### src/rtl/iterative_divider_pkg.sv
// Shared divider types: state encoding, ALU-width constants, port bundles.
// Latency: n/a (types only).
// Backpressure: n/a (types only).
package iterative_divider_pkg;

  localparam int DIV_WIDTH = 32;
  localparam int DIV_MSB   = DIV_WIDTH - 1;

  typedef enum logic [1:0] {
    IDLE  = 2'd0,
    CALC  = 2'd1,
    FIXUP = 2'd2,
    DONE  = 2'd3
  } state_div_e;

  // Port bundles at ALU width, mirroring the ALU's request/response structs.
  typedef struct packed {
    logic               signed_op;
    logic [DIV_MSB:0]   a;
    logic [DIV_MSB:0]   b;
  } port_in_divider_t;

  typedef struct packed {
    logic [DIV_MSB:0]   quot;
    logic [DIV_MSB:0]   rem;
    logic               div_zero;
  } port_out_divider_t;

endpackage

### src/rtl/iterative_divider_div_step.sv
// One radix-2 restoring division step (purely combinational).
// Latency: 0 cycles. Backpressure: none, iterated by the parent FSM.
// Ports: rem_in/quot_in partial state, divisor; rem_out/quot_out next state.
module iterative_divider_div_step #(
  parameter int WIDTH = 32
) (
  input  logic [WIDTH-1:0] rem_in,
  input  logic [WIDTH-1:0] quot_in,
  input  logic [WIDTH-1:0] divisor,
  output logic [WIDTH-1:0] rem_out,
  output logic [WIDTH-1:0] quot_out
);

  logic [WIDTH:0]   shifted;
  logic [WIDTH:0]   trial;
  logic             fits;

  // Shift the next dividend bit (quotient MSB) into the partial remainder.
  assign shifted = {rem_in, quot_in[WIDTH-1]};

  // WIDTH+1-bit subtract on the low WIDTH bits; trial[WIDTH] is the borrow.
  // A set shifted[WIDTH] means the shifted remainder exceeds any divisor,
  // and the low-bit difference is then still exact since the true result
  // is below the divisor.
  assign trial = {1'b0, shifted[WIDTH-1:0]} - {1'b0, divisor};
  assign fits  = shifted[WIDTH] | ~trial[WIDTH];

  assign rem_out  = fits ? trial[WIDTH-1:0] : shifted[WIDTH-1:0];
  assign quot_out = {quot_in[WIDTH-2:0], fits};

endmodule

### src/rtl/iterative_divider.sv
// Multi-cycle signed/unsigned restoring divider beside the execute-stage ALU.
// Latency: accept at edge N -> out_valid after edge N+WIDTH+2, data-independent.
// Backpressure: in_ready only in IDLE; result held while out_valid && !out_ready.
// Ports: clk, rst (async high), flush (sync abort); in_valid/in_ready/in_signed/
//   in_a/in_b request side; out_valid/out_ready/out_quot/out_rem/out_div_zero
//   response side.
module iterative_divider
  import iterative_divider_pkg::*;
#(
  parameter int WIDTH     = 32,
  parameter int CNT_WIDTH = $clog2(WIDTH)
) (
  input  logic             clk,
  input  logic             rst,
  input  logic             flush,
  input  logic             in_valid,
  output logic             in_ready,
  input  logic             in_signed,
  input  logic [WIDTH-1:0] in_a,
  input  logic [WIDTH-1:0] in_b,
  output logic             out_valid,
  input  logic             out_ready,
  output logic [WIDTH-1:0] out_quot,
  output logic [WIDTH-1:0] out_rem,
  output logic             out_div_zero
);

  state_div_e           state, state_nxt;
  logic [CNT_WIDTH-1:0] cnt;
  logic [WIDTH-1:0]     rem_q, quot_q, dvsr_q;
  logic [WIDTH-1:0]     rem_nxt, quot_nxt;
  logic                 q_neg, r_neg, dz_q;
  logic                 accept;

  // Magnitude of 0x80..0 stays 0x80..0, which is correct read as unsigned.
  function automatic logic [WIDTH-1:0] mag(input logic [WIDTH-1:0] x,
                                           input logic is_signed);
    return (is_signed && x[WIDTH-1]) ? (~x + 1'b1) : x;
  endfunction

  assign in_ready = (state == IDLE);
  assign accept   = in_ready && in_valid;

  iterative_divider_div_step #(.WIDTH(WIDTH)) u_step (
    .rem_in   (rem_q),
    .quot_in  (quot_q),
    .divisor  (dvsr_q),
    .rem_out  (rem_nxt),
    .quot_out (quot_nxt)
  );

  always_ff @(posedge clk or posedge rst) begin
    if (rst) begin
      state <= IDLE;
    end else begin
      state <= state_nxt;
    end
  end

  always_comb begin
    state_nxt = state;
    if (flush) begin
      state_nxt = IDLE;
    end else begin
      case (state)
        IDLE:    if (in_valid)               state_nxt = CALC;
        CALC:    if (cnt == '0)              state_nxt = FIXUP;
        FIXUP:                               state_nxt = DONE;
        DONE:    if (out_valid && out_ready) state_nxt = IDLE;
        default:                             state_nxt = IDLE;
      endcase
    end
  end

  always_ff @(posedge clk or posedge rst) begin
    if (rst) begin
      cnt          <= '0;
      rem_q        <= '0;
      quot_q       <= '0;
      dvsr_q       <= '0;
      q_neg        <= 1'b0;
      r_neg        <= 1'b0;
      dz_q         <= 1'b0;
      out_valid    <= 1'b0;
      out_quot     <= '0;
      out_rem      <= '0;
      out_div_zero <= 1'b0;
    end else if (flush) begin
      cnt          <= '0;
      rem_q        <= '0;
      quot_q       <= '0;
      dvsr_q       <= '0;
      q_neg        <= 1'b0;
      r_neg        <= 1'b0;
      dz_q         <= 1'b0;
      out_valid    <= 1'b0;
      out_quot     <= '0;
      out_rem      <= '0;
      out_div_zero <= 1'b0;
    end else begin
      case (state)
        IDLE: begin
          if (accept) begin
            // Dividend sits in the quotient register and shifts out MSB-first.
            rem_q  <= '0;
            quot_q <= mag(in_a, in_signed);
            dvsr_q <= mag(in_b, in_signed);
            q_neg  <= in_signed & (in_a[WIDTH-1] ^ in_b[WIDTH-1]);
            r_neg  <= in_signed & in_a[WIDTH-1];
            dz_q   <= (in_b == '0);
            cnt    <= CNT_WIDTH'(WIDTH - 1);
          end
        end
        CALC: begin
          rem_q  <= rem_nxt;
          quot_q <= quot_nxt;
          cnt    <= cnt - 1'b1;
        end
        FIXUP: begin
          // With a zero divisor every trial "fits", so the remainder is |a|
          // and the sign fixup restores the original dividend; only the
          // quotient needs forcing to all ones.
          out_quot     <= dz_q ? '1 : (q_neg ? (~quot_q + 1'b1) : quot_q);
          out_rem      <= r_neg ? (~rem_q + 1'b1) : rem_q;
          out_div_zero <= dz_q;
        end
        DONE: begin
          // Result registers settle in the first DONE cycle; out_valid then
          // comes straight from a flop, giving the fixed WIDTH+2 latency.
          if (!out_valid) begin
            out_valid <= 1'b1;
          end else if (out_ready) begin
            out_valid <= 1'b0;
          end
        end
        default: begin
          out_valid <= 1'b0;
        end
      endcase
    end
  end

endmodule

### config.mk
export PLATFORM = sky130hd
export DESIGN_NAME = iterative_divider
export DESIGN_NICKNAME = d
export VERILOG_FILES = /design/src/rtl/iterative_divider_pkg.sv /design/src/rtl/iterative_divider_div_step.sv /design/src/rtl/iterative_divider.sv
export SDC_FILE = /design/constraint.sdc
export NUM_CORES = 1
export LEC_CHECK = 0
export ABC_AREA = 1
export BUFFER_PORTS_ARGS = -buffer_cell sky130_fd_sc_hd__buf_2
export CORE_UTILIZATION = 61
export DETAILED_ROUTE_END_ITERATION = 12
export PLACE_DENSITY_LB_ADDON = 0.08
export SYNTH_ARGS = -nofsm -noshare
export SYNTH_HDL_FRONTEND = slang
export SYNTH_SLANG_ARGS = --single-unit
### constraint.sdc
create_clock -name clk -period 7.1 [get_ports clk]
set_input_delay 1.42 -clock clk [delete_from_list [all_inputs] [get_ports clk]]
set_output_delay 1.42 -clock clk [all_outputs]
set_load 0.01 [all_outputs]
# Word-level counts from Yosys, hierarchy flattened
# Index checks and enable logic that the tools add are counted.
# op_classes
bitwise,9
mux,42
eq_ne,7
n_reduce_logical,15
addsub,6
# ops
op,count
$mux W32,17
$add A32 B1 Y32 const B,4
$not A32 Y32,4
$pmux W32 S2,2
$sub A32 B32 Y33,1
$logic_not A32 Y1,1
$mux W1,15
$mux W5,2
$pmux W5 S2,1
$ne A3 B3 Y1 const B,3
$mux W2,4
$pmux W2 S4,1
$reduce_bool A2 Y1,4
$logic_not A5 Y1,1
$sub A5 B1 Y5 const B,1
$eq A2 B2 Y1 const B,2
$logic_and A1 B1 Y1,4
$reduce_and A2 Y1,2
$ne A3 B2 Y1 const B,1
$reduce_and A3 Y1,1
$reduce_bool A3 Y1,1
$and A1 B1 Y1,2
$eq A2 B1 Y1 const B,1
$logic_not A2 Y1,1
3 further kinds,3
# totals
reg_bits,172

# Longest topological paths before layout
# Gate-level depths: netlist of run 1.
# depth
word_depth,6
mapped_depth,17

# Modules after synthesis
# From an unflattened synthesis of run 1, not the netlist that was laid out.
# unflattened
cells_unflattened,2251
area_unflattened_um2,14063.5
# modules_own_cells
module,area_per_inst_um2,n_inst,cells_per_inst
iterative_divider,10517.6,1,1551
iterative_divider_div_step,3545.9,1,700

# Worst setup path after synthesis of run 1
# Ideal clock, no wire load.
# synth_timing
path_type,input to register
from,in in_b[0]
to,reg dvsr_q[24]
setup_ns,0.121
setup_slack_ns,4.339
arrival_ns,2.640
path_stages,11
cell_sequence,inv_1 ha_1 nand3_1 nor2_2 nand2_1 nor2_2 nand3_1 o21ai_1 nand2_1 nand2_1 o21ai_1
# synth_via
elab_chain_cells,6
# synth_rtl
item,line_no,text
from (decl),iterative_divider.sv:20,"input logic [WIDTH-1:0] in_b,"
$not A32 Y32,iterative_divider.sv:38,return (is_signed && x[WIDTH-1]) ? (~x + 1'b1) : x;
$add A32 B1 Y32,iterative_divider.sv:38,
$mux W32,iterative_divider.sv:38,
$mux W32,iterative_divider.sv:103,if (accept) begin
$mux W32,iterative_divider.sv:101,case (state)
$mux W32,iterative_divider.sv:88,end else if (flush) begin
to (signal assigned),iterative_divider.sv:107,"dvsr_q <= mag(in_b, in_signed);"
to (decl),iterative_divider.sv:30,"logic [WIDTH-1:0] rem_q, quot_q, dvsr_q;"
# Every way passes these cells. The select of a mux whose other input is x is not followed.
# A chain may end at the register's enable or synchronous reset.

# Final worst setup path of run 1
# layout_timing
from,in flush
to,reg out_quot[29]
# layout_via
elab_chain_cells,1
# layout_rtl
item,line_no,text
from (decl),iterative_divider.sv:15,"input logic flush,"
$mux W32 or $reduce_bool A2 Y1 (tied branches),--,
to (signal assigned),iterative_divider.sv:123,out_quot <= dz_q ? '1 : (q_neg ? (~quot_q + 1'b1) : quot_q);
to (decl),iterative_divider.sv:23,"output logic [WIDTH-1:0] out_quot,"
# Several ways; a longest one is shown, not always the timed one.

==> impl_results.md, run 1 <==
- Status: finished clean
- Count of cell types in the netlist: 44
- Leakage power: 8.14 nW
- Design area: 14800 sq um
- Sequential cell area: 4300 sq um
- Number of standard cells after synthesis: 2148
- Via count: 14400
- Overall power consumption: 0.00852 W
- Die width: 150 microns
- Cell chain of the critical path: buf_2, nor2_4, buf_4, nor2_2, buf_4, nand2_1, nand2_1, inv_1, nand2_1
- Maximum net fanout on the critical path: 67
- Commonest non-fill, non-tap cell in the layout: nand2_1
- Worst flop-to-flop path startpoint: state[0]
- Worst-Margin Slew: 1100 ps
- Total Neg Setup Slack: 0 ps
- Worst path slowest cell: nor2_2
- Number of sinks driven by the clock tree: 172
- Final HPWL from detailed placement: 30.7 mm
- Final period util: 52.5%
- Start point of the critical path: flush
- Peak supply drop: 539 uV
- Cell occurring most often along the worst timing path: nand2_1
- Via-to-Cell Ratio: 5.70
- Number of flip-flops and latches in the synthesized netlist: 172
- TritonCTS clock tree: built
- Maximum single-stage delay on the critical path: 670 ps
- Post-layout net count: 2357
- Time the final worst path needs with I/O delays and setup: 3730 ps
- H-tree depth reported by CTS: 4
- Mapped Area: 13400 sq um
- Area added between synthesis and finish: 10.4%
- Count of yosys warnings during synthesis: 0
- Most instantiated flip-flop cell in the synthesis netlist: dfrtp_1
- Critical Path End Type: flip-flop
- Global placement routability congestion: 0.939
- Path type of the worst setup path: in2reg
- Placed standard-cell area: 14200 sq um
- Cell area power density: 575 nW/um^2
- Pin count of the biggest net entering global routing: 110
- Number of standard cells in the layout, taps in and fillers out: 2532
- Layer carrying the most global-route usage: met1
- First-pass iteration count of the detailed router: 6
- Normalized max-slew margin: 26.4%
- Critical path buffers and inverters: 4
- Total of endpoints with negative setup slack in the final report: 0
- Tot GR Track Use: 36.6%
- Share of cells above drive strength 1: 9.57%
- Y dimension of the die: 150 microns
- Number of max-cap violations: 0
- Number of standard-cell rows in the floorplan: 53
- Effective utilization at floorplan: 63.0%
- Vias in the first global route: 12400
- Hold buffer count at CTS: 0
- Number of hold-slack violations in the final timing report: 0
- Filler cell count in the final layout: 1966
- First-pass GRT wire length: 63.9 mm
- Global route overflow: 0
- Inserted Clock Buffers: 17
- Initial antenna violation count: 0
- Number of synthesized flops with an enable pin: 0
- Worst Path Arrival: 4100 ps
- Floorplan Core Area: 21300 sq um
- Global Route met2 Usage: 50.8%
- Required time of the critical path: 7470 ps
- Avg WL per Cell: 15.9 microns
- Worst hold start: out_quot[16]
- Startpoint type of the worst setup path: input port
- Setup repair after global routing missed its margin: no
- Net count of the mapped netlist: 2261
- GR met1 Demand/Resource: 57.6%
- Iteration-0 DRC count of the detailed router: 1452
- Antenna fix cells: 0
- Worst-Skew Late Latency: 440 ps
- Critical path's top delay family: simple AND/OR/NAND/NOR gates
- Clock skew: 16.8 ps
- Placed Cells incl. Taps: 2500
- Area taken by multi-input logic gates: 7600 sq um
- Average cell area after synthesis: 6.24 sq um
- Number of nets with antenna violations after routing: 0
- Library cell used as clock root buffer: clkbuf_16
- Met3 Use GR: 7.45%
- Die Outline Area: 22600 sq um
- Share of synthesized flip-flops with an asynchronous set or reset: 100%
- DR DRC count: 0
- Routed wire length: 40.2 mm
- Sequential area share after synthesis: 32.1%
- Number of top-level pins: 137
- Cts repair resizes: 0
- Max Buffers Root-to-Sink: 2
- Port Buffer Count: 136
- Clock Pin Slew Worst Setup and Hold Paths: 70 ps
- Number of buffers inserted by post-CTS setup repair: 0
- Number of pins with negative max-slew slack in the final report: 0
- Max Fclk: 0.268 GHz
- Class of the tightest hold or removal check: reg2reg
- Highest-count cells in the layout ignoring fill and taps: nand2_1, inv_1, nand3_1
-- where the power goes --
part	switching [W]	leakage (nW)	total (W)	internal, W
sequential	0.000340	2.32	0.00163	0.00129
clock	0.000434	0.285	0.000971	0.000537
combinational	0.00405	5.54	0.00591	0.00186
total	0.00482	8.14	0.00852	0.00369
-- metrics by stage --
stage | setup slack (ps) | utilization [%] | hold WS, ps
after floorplan | 1020 | - | 449
after global placement | 3070 | 66.7 | 458
after detailed placement | 2950 | 66.7 | 460
after CTS | 3370 | 69.5 | 479
after global routing | 3170 | 69.5 | 494
final | 3370 | 69.5 | 475
-- kinds of logic (layout without fill, tap and decap cells) --
group / Yosys count / count (layout) / synth area share, %
AOI/OAI and AO/OA: 332 / 332 / 13.6
adders and majority gates: 43 / 43 / 4.07
buffers and inverters: 392 / 501 / 11.3
DFF: 172 / 172 / 32.1
and+or+nand+nor: 1185 / 1185 / 37.4
xor gates and xnor gates: 24 / 24 / 1.57
-- final cells by class --
cell class	instances	share of cell area, %
Multi-Input combinational cell	1584	51.3
Sequential cell	172	29.1
Inverter	326	8.30
Timing Repair Buffer	143	4.95
Clock buffer	19	2.99
Tap cell	275	2.32
Clock inverter	13	1.04
-- sequential cells by signal, indices dropped and copies added, names as in the netlist --
signal	count
cnt	5
dvsr_q	32
dz_q	1
out_div_zero	1
out_quot	32
out_rem	32
out_valid	1
q_neg	1
quot_q	32
r_neg	1
rem_q	32
state	2
-- worst paths after layout --
check | depth (start not counted) | slack (ps) | end
setup / recovery | 9 | 3370 | out_quot[29]
hold / removal | 2 | 470 | out_quot[16]
setup reg to reg | 10 | 3720 | out_quot[29]
hold reg to reg | 2 | 470 | out_quot[16]
max in group asynchronous | 3 | 4520 | quot_q[20]
min in group asynchronous | 2 | 1200 | out_rem[31]
-- tightest hold or removal path, cell delays in order (launching register included) --
cell and delay [ps]:
dfrtp_1 340, nand2_1 50, nand2_1 50
-- per-layer routing --
metal  up-vias  share of wire (%)  routed length, microns
li1       7119                  -                       -
met1      6522                 48                   19400
met2       755                 39                   15800
met3        47                 11                    4500
met4         0                1.2                     503
met5         -                  0                       0
-- Yosys cell counts, types with 9 or more instances --
| master | instances | area, sq um |
|---|---|---|
| xor2_1 | 15 | 131 |
| o21ai_0 | 147 | 736 |
| buf_2 | 12 | 60.1 |
| o22ai_1 | 19 | 119 |
| nor2_1 | 211 | 792 |
| nand2_1 | 632 | 2370 |
| dfrtp_1 | 172 | 4300 |
| inv_2 | 9 | 33.8 |
| nor2_2 | 14 | 87.6 |
| buf_1 | 10 | 37.5 |
| ha_1 | 42 | 526 |
| o21ai_1 | 21 | 105 |
| nand4_1 | 32 | 200 |
| o211ai_1 | 14 | 105 |
| clkbuf_1 | 38 | 143 |
| inv_1 | 315 | 1180 |
| nand3_1 | 246 | 1230 |
| a21oi_1 | 101 | 505 |
| xnor2_1 | 9 | 78.8 |
| nor3_1 | 22 | 110 |
Note: power is estimated with default switching activity, not from simulation.
==> inputs of run 2 (changes only) <==
==> constraint.sdc (replaced) <==
create_clock -name clk -period 3.83 [get_ports clk]
set_input_delay 0.766 -clock clk [delete_from_list [all_inputs] [get_ports clk]]
set_output_delay 0.766 -clock clk [all_outputs]
set_load 0.01 [all_outputs]
==> impl_results.md, run 2 (same netlist as run 1, synthesis figures left out) <==
- Die width: 150 microns (unchanged)
- Clock Power Share: 11.5% (about the same)
- DR DRC count: 0 (unchanged)
- Number of pins with negative max-slew slack in the final report: 0 (unchanged)
- Cts repair resizes: 0 (unchanged)
- Via-to-Cell Ratio: 5.72 (+0.34%)
- Inserted Clock Buffers: 17 (unchanged)
- Routed wl met3: 5.33 mm (+18%)
- Path type of the worst setup path: reg2reg
- Worst-Skew Late Latency: 440 ps (about the same)
- Number of sinks driven by the clock tree: 172 (unchanged)
- Library cell used as clock root buffer: clkbuf_16
- Iteration-0 DRC count of the detailed router: 1627 (+12%)
- Sequential cell area: 4300 sq um (unchanged)
- Number of max-cap violations: 0 (unchanged)
- First-pass iteration count of the detailed router: 6 (unchanged)
- Top layer used by detailed routing: met4
- Normalized max-slew margin: 25.5% (-0.89 points)
- Number of hold-slack violations in the final timing report: 0 (unchanged)
- Port Buffer Count: 136 (unchanged)
- Sw power: 0.00908 W (+88%)
- Clock Pin Slew Worst Setup and Hold Paths: 80 ps (about the same)
- Number of buffers inserted by post-CTS setup repair: 0 (unchanged)
- Placed Cells incl. Taps: 2515 (+0.60%)
- Commonest non-fill, non-tap cell in the layout: nand2_1
- Routed wire length: 41.5 mm (+3.1%)
- Leakage power: 8.24 nW (+1.1%)
- Met2 wire len: 16.6 mm (+4.9%)
- Internal cell power: 0.00694 W (+88%)
- Critical path's top delay family: buffers and inverters
- Number of standard cells in the layout, taps in and fillers out: 2547 (+0.59%)
- Status: finished clean
- Worst flop-to-flop path startpoint: state[0]
- Via count: 14600 (+0.93%)
- Die Outline Area: 22600 sq um (unchanged)
- Class of the tightest hold or removal check: in2async
- Tot GR Track Use: 37.7% (+1.2 points)
- Worst path slowest cell: nor2_2
- Cells on worst reg2reg path: 12 (+2)
- Number of standard-cell rows in the floorplan: 53 (unchanged)
- Max Fclk: 0.336 GHz
- Cell area power density: 1070 nW/um^2 (+86%)
- Setup slack of the worst register-to-register path: 850 ps (-2870 ps)
- Vias in the first global route: 12900 (+3.5%)
- Cell chain of the critical path: inv_1, ha_1, nand2_1, inv_1, nor2_4, inv_2, a21oi_2, nor2_2, inv_2, a21oi_1, o21ai_1, o21ai_1
- Global route overflow: 0 (unchanged)
- Antenna fix cells: 0 (unchanged)
- Register share of total power: 18.7% (-0.5 points)
- Startpoint type of the worst setup path: flip-flop
- Share of cells above drive strength 1: 10.2% (+0.64 points)
- Total Neg Setup Slack: 0 ps (unchanged)
- H-tree depth reported by CTS: 4 (unchanged)
- Placed standard-cell area: 14300 sq um (+0.96%)
- Design area: 15000 sq um (+1.1%)
- Pin count of the biggest net entering global routing: 86 (-22%)
- Critical Path End Type: flip-flop
- Peak supply drop: 1080 uV (+100%)
- Critical path buffers and inverters: 4 (unchanged)
- TritonCTS clock tree: built
- Final period util: 77.8%
- Effective utilization at floorplan: 63.0% (unchanged)
- Capturing point of the worst reg2reg path: quot_q[0]
- Clock skew: 12.2 ps (-4.59 ps)
- Global placement routability congestion: 0.970 (+3.3%)
- Initial antenna violation count: 0 (unchanged)
- Filler cell count in the final layout: 1927 (-2.0%)
- Total of endpoints with negative setup slack in the final report: 0 (unchanged)
- Final HPWL from detailed placement: 31.5 mm (+2.7%)
- Y dimension of the die: 150 microns (unchanged)
- Maximum single-stage delay on the critical path: 570 ps (-100 ps)
- Maximum net fanout on the critical path: 34 (-49%)
- Number of nets with antenna violations after routing: 0 (unchanged)
- Number of cells on the critical path: 12 (+3)
- Worst-Margin Slew: 1120 ps (+13.4 ps)
- First-pass GRT wire length: 66.1 mm (+3.6%)
- Floorplan Core Area: 21300 sq um (unchanged)
- Number of top-level pins: 137 (unchanged)
- Post-layout net count: 2372 (+0.64%)
- Area taken by multi-input logic gates: 7600 sq um (unchanged)
- Comb pwr share: 69.8% (+0.4 points)
- Switching Share: 56.7% (about the same)
- Highest-count cells in the layout ignoring fill and taps: nand2_1, inv_1, nand3_1
- Max Buffers Root-to-Sink: 2 (unchanged)
- Required time of the critical path: 4190 ps (-3280 ps)
- Final design utilization: 70.3% (+0.77 points)
- Time the final worst path needs with I/O delays and setup: 2980 ps
- Worst Path Arrival: 3340 ps (-760 ps)
- Length of routed wiring on met1: 18.7 mm (-3.7%)
- Avg WL per Cell: 16.3 microns (+2.5%)
- Area added between synthesis and finish: 11.6%
- Hold buffer count at CTS: 0 (unchanged)
- Start point of the critical path: state[0]
- Setup repair after global routing missed its margin: no
==> run 2: cell types whose count changed in the layout (fill, tap and decap cells not counted), sizes merged <==
| cell | change |
|---|---|
| buf | +15 |
| clkbuf | -2 |
| clkinv | +2 |
==> run 2: power by group through the flow <==
stage / clock network (W) / logic (W) / registers (W)
2_1_floorplan: 0 / 0.00831 / 0.00289
3_3_place_gp: 0 / 0.0106 / 0.00296
3_5_place_dp: 0 / 0.0108 / 0.00298
4_1_cts: 0.00184 / 0.0109 / 0.00296
5_1_grt: 0.00193 / 0.0126 / 0.00305
6_report: 0.00184 / 0.0112 / 0.00300
==> run 2: worst register-to-register path, cell delays in order, from the launching register on <==
cell,delay (ps)
dfrtp_1,410
inv_1,130
ha_1,240
nand2_1,100
inv_1,100
nor2_4,50
inv_2,390
a21oi_2,110
nor2_2,570
inv_2,360
a21oi_1,230
o21ai_1,100
o21ai_1,100
==> run 2: cell type report <==
cell class | instances | area share, %
clock inverters | 15 | 1.33
well taps | 275 | 2.30
inverters | 326 | 8.20
flip-flops and latches | 172 | 28.8
repair buffers | 158 | 5.82
multi-input cells | 1584 | 50.8
clock buffers | 17 | 2.84
==> run 2: per-stage QoR <==
stage                     total power [W]  hold WS (ps)  setup slack [ps]
after floorplan                    0.0112           449               867
after global placement             0.0136           458              1030
after detailed placement           0.0138           461               914
after CTS                          0.0157           252               969
after global routing               0.0175           261               611
final                              0.0160           248               849
==> run 2: per-layer routing <==
metal	GRT usage, %	vias to the layer above
met5	0	-
met4	9.80	0
met3	10.2	66
met2	53.3	840
met1	56.1	6542
li1	-	7130
==> run 2: how the worst max path moves through the flow <==
stage | slack (ps) | end
final | 850 | quot_q[0]
after global routing | 610 | quot_q[11]
after global placement | 1030 | quot_q[0]
after CTS | 970 | quot_q[0]
after floorplan | 870 | cnt[0]
after detailed placement | 910 | quot_q[11]
==> inputs of run 3 (changes only) <==
==> constraint.sdc (replaced) <==
create_clock -name clk -period 2.8 [get_ports clk]
set_input_delay 0.56 -clock clk [delete_from_list [all_inputs] [get_ports clk]]
set_output_delay 0.56 -clock clk [all_outputs]
set_load 0.01 [all_outputs]
==> impl_results.md, run 3 (same netlist as run 1, synthesis figures left out) <==
- Status: finished clean
- Time the final worst path needs with I/O delays and setup: 2530 ps (-451 ps)
- Total of endpoints with negative setup slack in the final report: 0 (unchanged)
- Worst flop-to-flop path startpoint: rem_q[0]
- Class of the tightest hold or removal check: in2async
- Floorplan Core Area: 21300 sq um (unchanged)
- Worst hold slack: 47.7 ps (-200 ps)
- Final period util: 90.3% (+13 points)
- Post-layout net count: 2392 (+0.84%)
- Global route overflow: 0 (unchanged)
- Number of standard-cell rows in the floorplan: 53 (unchanged)
- Final design utilization: 71.1% (+0.81 points)
- Switching Share: 55.9% (-0.77 points)
- Startpoint type of the worst setup path: flip-flop
- Number of max-cap violations: 0 (unchanged)
- Peak supply drop: 1200 uV (+11%)
- Number of hold-slack violations in the final timing report: 0 (unchanged)
- Setup repair after global routing missed its margin: no
- Share of cells above drive strength 1: 11.0% (+0.78 points)
- Critical Path End Type: flip-flop
- Path type of the worst setup path: reg2reg
- Avg WL per Cell: 16.1 microns (-1.1%)
- Setup slack of the worst register-to-register path: 270 ps (-580 ps)
- DR DRC count: 0 (unchanged)
- H-tree depth reported by CTS: 4 (unchanged)
- First-pass GRT wire length: 65.3 mm (-1.3%)
- Number of top-level pins: 137 (unchanged)
- Area added between synthesis and finish: 12.9%
- Max Buffers Root-to-Sink: 2 (unchanged)
- Tot GR Track Use: 37.4% (-0.33 points)
- Clock Pin Slew Worst Setup and Hold Paths: 70 ps (about the same)
- Antenna fix cells: 0 (unchanged)
- Via count: 14700 (+0.72%)
- Register share of total power: 18.1% (-0.6 points)
- Global placement routability congestion: 1.06 (+8.8%)
- Via-to-Cell Ratio: 5.72 (about the same)
- Leakage power: 8.36 nW (+1.5%)
- Normalized max-slew margin: 45.2% (+20 points)
- Sw power: 0.0126 W (+39%)
- Cell area power density: 1490 nW/um^2 (+39%)
- Number of sinks driven by the clock tree: 172 (unchanged)
- Comb pwr share: 70.7% (+0.9 points)
- Number of pins with negative max-slew slack in the final report: 0 (unchanged)
- Routed wire length: 41.3 mm (-0.36%)
- Die Outline Area: 22600 sq um (unchanged)
- Y dimension of the die: 150 microns (unchanged)
- Final HPWL from detailed placement: 31.8 mm (+1.0%)
- Commonest non-fill, non-tap cell in the layout: nand2_1
- Pin count of the biggest net entering global routing: 99 (+15%)
- Capturing point of the worst reg2reg path: rem_q[24]
- Library cell used as clock root buffer: clkbuf_16
- Overall power consumption: 0.0225 W (+41%)
- Worst-Margin Slew: 820 ps (-296 ps)
- First-pass iteration count of the detailed router: 8 (+2)
- Required time of the critical path: 3180 ps (-1010 ps)
- Max Fclk: 0.395 GHz (+18%)
- Die width: 150 microns (unchanged)
- Port Buffer Count: 136 (unchanged)
- Maximum net fanout on the critical path: 30 (-12%)
- Highest-count cells in the layout ignoring fill and taps: nand2_1, inv_1, nand3_1
- Vias in the first global route: 12600 (-1.8%)
- TritonCTS clock tree: built
- Iteration-0 DRC count of the detailed router: 1824 (+12%)
- Effective utilization at floorplan: 63.0% (unchanged)
- Inserted Clock Buffers: 17 (unchanged)
- Cells on worst reg2reg path: 16 (+4)
- Initial antenna violation count: 0 (unchanged)
- Total Neg Setup Slack: 0 ps (unchanged)
- Number of nets with antenna violations after routing: 0 (unchanged)
- Internal cell power: 0.00993 W (+43%)
- Clock Power Share: 11.2% (-0.3 points)
- Worst Path Arrival: 2910 ps (-430 ps)
- Clock skew: 17.1 ps (+4.83 ps)
- Worst-Skew Late Latency: 450 ps (about the same)
-- run 3: critical path, stage by stage (launching register included) --
cell     delay, ps
dfrtp_1        460
inv_1          180
fa_1           430
inv_1           90
nand2_1         70
nand2_1         80
nand3_1         90
nand2_2        130
nand2_1         80
nand2_2         90
nand2_4        120
nand3_4        160
buf_12         190
nor2_1          60
nor2_1         100
nand2_1         70
nand2_1         60
-- run 3: cell type report --
cell class / instances / area (sq um)
multi-input cells: 1585 / 7610
fillers: 1903 / 6150
flip-flops and latches: 172 / 4300
inverters: 326 / 1230
repair buffers: 177 / 1030
clock buffers: 17 / 425
well taps: 275 / 344
clock inverters: 15 / 201
-- run 3: worst max path at each step --
stage,end,slack [ps],from,cells past startpoint
after floorplan,cnt[0],40,rst,1
after global placement,rem_q[30],320,rem_q[0],16
after detailed placement,rem_q[24],190,quot_q[31],17
after CTS,rem_q[24],170,quot_q[31],17
after global routing,rem_q[20],80,quot_q[31],17
final,rem_q[24],270,rem_q[0],16
-- run 3: routing by layer --
layer / GRT usage (%) / wire (microns) / vias to the layer above
met3: 9.09 / 5040 / 68
met5: 0 / 0 / -
li1: - / - / 7204
met2: 50.2 / 16100 / 851
met1: 58.1 / 19200 / 6560
met4: 11.0 / 999 / 0
-- run 3: timing repair --
| action | 4_1_cts | 5_1_grt |
|---|---|---|
| resized for setup | 0 | 1 |
| hold buffers | 0 | 0 |
| setup endpoints to repair | 0 | 15 |
| buffers inserted | 0 | 4 |
-- run 3: power by group through the flow --
stage | combinational (W) | clock (W) | sequential [W]
finish | 0.0159 | 0.00251 | 0.00407
CTS | 0.0152 | 0.00252 | 0.00401
global route | 0.0177 | 0.00263 | 0.00413
global placement | 0.0148 | 0 | 0.00402
detailed placement | 0.0151 | 0 | 0.00405
floorplan | 0.0114 | 0 | 0.00395
-- run 3: through the flow --
step	setup WS, ps	cell area [sq um]	instances
after floorplan	43.3	13400	2148
after global placement	321	14500	2530
after detailed placement	190	14500	2530
after CTS	165	15100	2562
after global routing	79.0	15100	2567
final	271	15100	2567
